===== src/rtl/rf_wb_arbiter.sv =====
// Register-file write-port arbiter: the pipeline writeback always wins, and aux results drain from an ordered queue.
// Pipeline writes kill stale queued entries. The pending flags report queued or in-flight writes to decode.
module rf_wb_arbiter #(
  parameter int DEPTH = 4
) (
  input  logic        clk,
  input  logic        reset,
  input  logic        wb_we,
  input  logic [4:0]  wb_addr,
  input  logic [31:0] wb_data,
  input  logic        aux_valid,
  input  logic [4:0]  aux_addr,
  input  logic [31:0] aux_data,
  output logic        aux_ready,
  input  logic [4:0]  query_addr_1,
  input  logic [4:0]  query_addr_2,
  output logic        pending_1,
  output logic        pending_2,
  output logic        we,
  output logic [4:0]  write_address,
  output logic [31:0] data
);
  localparam int PTR_W = $clog2(DEPTH);
  localparam int CNT_W = PTR_W + 1;
  localparam logic [CNT_W-1:0] DEPTH_CNT = CNT_W'(DEPTH);

  logic [4:0]       addr_reg [DEPTH];
  logic [31:0]      entry_data_reg [DEPTH];
  logic [DEPTH-1:0] live_reg;
  logic [PTR_W-1:0] head_reg;
  logic [PTR_W-1:0] tail_reg;
  logic [CNT_W-1:0] count_reg;

  logic        we_reg;
  logic [4:0]  waddr_reg;
  logic [31:0] wdata_reg;

  logic prim_wr;
  logic push;
  logic enq;
  logic pop;
  logic head_live;

  assign prim_wr   = wb_we && (wb_addr != 5'd0);
  // The full check uses the registered count only, so a full queue refuses even while it pops.
  assign aux_ready = (count_reg < DEPTH_CNT);
  assign push      = aux_valid && aux_ready;
  assign enq       = push && (aux_addr != 5'd0);
  assign pop       = !prim_wr && (count_reg != '0);
  assign head_live = live_reg[head_reg];

  always_ff @(posedge clk or negedge reset) begin
    if (!reset) begin
      head_reg  <= '0;
      tail_reg  <= '0;
      count_reg <= '0;
      live_reg  <= '0;
    end else begin
      if (enq) tail_reg <= tail_reg + PTR_W'(1);
      if (pop) head_reg <= head_reg + PTR_W'(1);
      count_reg <= count_reg + CNT_W'(enq) - CNT_W'(pop);
      for (int i = 0; i < DEPTH; i++) begin
        if (enq && (tail_reg == PTR_W'(i))) begin
          // A same-cycle aux entry counts as older than the primary write, so it is enqueued dead.
          live_reg[i] <= !(prim_wr && (aux_addr == wb_addr));
        end else if ((pop && (head_reg == PTR_W'(i))) ||
                     (prim_wr && (addr_reg[i] == wb_addr))) begin
          live_reg[i] <= 1'b0;
        end
      end
    end
  end

  always_ff @(posedge clk) begin
    for (int i = 0; i < DEPTH; i++) begin
      if (enq && (tail_reg == PTR_W'(i))) begin
        addr_reg[i]       <= aux_addr;
        entry_data_reg[i] <= aux_data;
      end
    end
  end

  always_ff @(posedge clk or negedge reset) begin
    if (!reset) begin
      we_reg    <= 1'b0;
      waddr_reg <= 5'd0;
      wdata_reg <= 32'd0;
    end else if (prim_wr) begin
      we_reg    <= 1'b1;
      waddr_reg <= wb_addr;
      wdata_reg <= wb_data;
    end else if (pop && head_live) begin
      we_reg    <= 1'b1;
      waddr_reg <= addr_reg[head_reg];
      wdata_reg <= entry_data_reg[head_reg];
    end else begin
      we_reg    <= 1'b0;
    end
  end

  logic [DEPTH-1:0] hit_1;
  logic [DEPTH-1:0] hit_2;

  generate
    for (genvar gi = 0; gi < DEPTH; gi++) begin : g_match
      assign hit_1[gi] = live_reg[gi] && (addr_reg[gi] == query_addr_1);
      assign hit_2[gi] = live_reg[gi] && (addr_reg[gi] == query_addr_2);
    end
  endgenerate

  assign pending_1 = (query_addr_1 != 5'd0) &&
                     ((|hit_1) || (we_reg && (waddr_reg == query_addr_1)));
  assign pending_2 = (query_addr_2 != 5'd0) &&
                     ((|hit_2) || (we_reg && (waddr_reg == query_addr_2)));

  assign we            = we_reg;
  assign write_address = waddr_reg;
  assign data          = wdata_reg;
endmodule


===== config.mk =====
export PLATFORM = sky130hd
export DESIGN_NAME = rf_wb_arbiter
export DESIGN_NICKNAME = d
export VERILOG_FILES = /design/src/rtl/rf_wb_arbiter.sv
export SDC_FILE = /design/constraint.sdc
export NUM_CORES = 1
export LEC_CHECK = 0
export ABC_AREA = 1
export CORE_MARGIN = 8
export CORE_UTILIZATION = 55
export CTS_BUF_LIST = sky130_fd_sc_hd__clkbuf_8
export CTS_CLUSTER_DIAMETER = 80
export DETAILED_ROUTE_END_ITERATION = 8
export PLACE_DENSITY = 0.87
export SYNTH_ARGS = -nofsm -noshare
export SYNTH_HDL_FRONTEND = slang
export SYNTH_SLANG_ARGS = --single-unit

===== constraint.sdc =====
create_clock -name clk -period 2.75 [get_ports clk]
set_input_delay 0.55 -clock clk [delete_from_list [all_inputs] [get_ports clk]]
set_output_delay 0.55 -clock clk [all_outputs]
set_load 0.1 [all_outputs]

==> summary.txt <==
Status
  • Status: finished, final reports clean

Logic synthesis
  • Yosys top cell area share: 0.4726
  • Post-synth EDFFs: 148
  • Top post-synthesis cells by count: 316 x nand2_1, 149 x nor2_1, 148 x edfxtp_1
  • Net count after synthesis: 1125
  • Syn. warnings: 0
  • Distinct cells, synth: 27
  • Cell taking the most area after synthesis: edfxtp_1
  • Post-synth top flop: edfxtp_1
  • Asr flop ratio synth: 0.2487
  • Most common cell in the netlist: nand2_1
  • #FFs+latches synth: 197
  • Synth top area cells: edfxtp_1 47%, dfrtp_1 13%, nand2_1 13%, nor2_1 5.9%, o21ai_0 5.6%
  • Mean post-synth cell area: 9.166 µm²
  • Sequential area share after synthesis: 0.6030
  • Post-synthesis cell count: 1026
  • Synth Cell Area: 0.009404 mm²

Placement
  • Port bufs: 128
  • Placed instance count: 1376
  • Post-DP HPWL: 17340 µm
  • Area post-placement: 0.01104 mm²
  • Routability cong.: 0.9406
  • DP Worst Slack: -51.67 ps

Global route
  • Largest net degree at the start of global routing: 50
  • Vias in the first global route: 7646
  • Initial antenna violation count: 0
  • GRT overflow: 0
  • First-pass GRT wire length: 39740 µm
  • GRT Overall Usage: 0.2347

Timing
  • Clk_skew: 16.23 ps
  • Final WS setup: 168.9 ps
  • Final setup violation count: 0
  • Final Hold Slack: 126.1 ps
  • Worst slew margin: 0.5013
  • RSZ-0062 raised after global routing: false
  • Setup Total Neg Slack: 0 ps
  • Fin crit share: 0.9386
  • Slew @ Worst Pin: 748.1 ps
  • Final slew viol count: 0
  • FMAX: 387.4 MHz
  • Final hold vios: 0
  • Min cycle time layout: 2581 ps

Clocking
  • Worst-path clk slew: 110 ps
  • Post-cts hold buffer count: 0
  • CTS Buffer Depth: 2
  • Clock sink count: 197
  • Clk Latency, worst-skew pair: 480 ps
  • H-tree depth: 4
  • TritonCTS buffer count: 17
  • CTS tree: yes
  • Root Driver: clkbuf_8

Floorplanning
  • Initial Utilization: 0.5533
  • Die Span Y: 146.8 µm
  • Num rows: 48
  • Die X: 146.8 µm
  • Die area: 0.02154 mm²
  • Core Footprint: 0.01700 mm²
  • IO Pins: 129

Layout
  • Fin util: 0.6739
  • Area Growth Syn to Fin: 21.79%
  • Non-Filler Instances: 1408
  • Largest register FFs: 128
  • Share of layout cells above drive strength 1: 0.1175
  • Nets: 1269
  • Diodes inserted: 0
  • Design area: 0.01145 mm²

Setup path
  • Critical R2R Launch: count_reg[2]
  • Critical Path Fanout Max: 4
  • Critical Path RT: 2200 ps
  • CP Capture Type: primary output
  • Crit path kind: in -> out
  • CP Launch Type: primary input
  • Crit path from: query_addr_1[0]
  • CP arrival: 2030 ps

Pwr
  • Leakage: 4.931 nW
  • P per Cell Area: 1070 mW/mm²
  • Final Total Pwr: 12.26 mW
  • Peak VDD IR: 0.7427 mV

Routing
  • DR iter-0 viols: 662
  • Vias/cell: 5.433
  • # DRC: 0
  • Initial DRT Pass Iterations: 6
  • Vias: 7650
  • Routed wire length: 24980 µm
  • Routed Antenna Nets: 0
  • Routed wire per std cell: 17.74 µm

Worst hold path
  • HP Class: in -> async

Run
  • Max_cap viols: 0
## timing repair
action | CTS | global route
hold endpoints to repair | 0 | 0
endpoints found under the setup margin | 0 | 1
buffers inserted | 0 | 0
resized for setup | 0 | 2
## per-layer routing
metal,GRT usage,part of all wire
met5,0,0
met1,0.2914,0.41
met2,0.3871,0.49
met3,0.05629,0.069
met4,0.09789,0.030
## layout make-up
cell class	instances	area, µm²
inverter	58	220.2
fill	1314	5543
clock buffer	17	234.0
sequential	197	5672
clock inverter	15	183.9
timing repair buffer	175	1614
tap	225	281.5
multi-input combinational	721	3248
## cell usage in the layout, fill, tap and decap left out
cell type / count
xor2_1: 20
nand2_1: 316
nand3_1: 67
dfrtp_2: 1
clkinv_8: 3
nor2_2: 1
inv_1: 45
clkbuf_8: 17
inv_8: 4
nor2_4: 2
inv_6: 3
nor3_1: 7
bufinv_16: 1
dfrtp_1: 48
o22ai_1: 1
clkinv_1: 1
inv_2: 11
nand4_2: 1
xnor2_1: 3
buf_4: 81
o21ai_1: 19
edfxtp_1: 148
nand4_1: 3
a21oi_1: 12
fa_1: 1
buf_12: 7
clkinv_4: 3
clkdlybuf4s50_1: 86
buf_2: 1
ha_1: 10
inv_4: 1
clkinvlp_4: 1
o21ai_0: 106
nand2_4: 1
nor2_1: 147
o211ai_1: 4
## worst paths after layout
path	depth (start not counted)	end	slack [ps]
min in group clk	2	data[15]	520
min	1	write_address[1]	130
max	10	pending_1	170
max reg2reg	11	count_reg[2]	510
min reg2reg	2	data[15]	520
max in group asynchronous	2	data[0]	2010
## report_power, final
| group | switching [mW] | internal [mW] |
|---|---|---|
| Sequential | 0.415 | 3.88 |
| Combinational | 4.50 | 1.56 |
| Clock | 1.14 | 0.775 |
| Total | 6.05 | 6.21 |
## worst max-delay path: stages
cell and delay, ps:
clkdlybuf4s50_1 500, buf_4 200, nand2_1 70, nand2_1 50
nor2_1 140, nand3_1 90, nand3_1 90, nor2_1 60
nor2_4 100, buf_12 180
## logic make-up after synthesis
group / Yosys count / synth area share
buffers and inverters: 108 / 0.05322
flip-flops: 197 / 0.6030
AND/OR/NAND/NOR: 545 / 0.2302
AO/OA/AOI/OAI: 142 / 0.07677
adder cells (fa/ha/maj): 11 / 0.01543
XOR/XNOR: 23 / 0.02142
No activity file was read; power rests on OpenSTA's default activity.
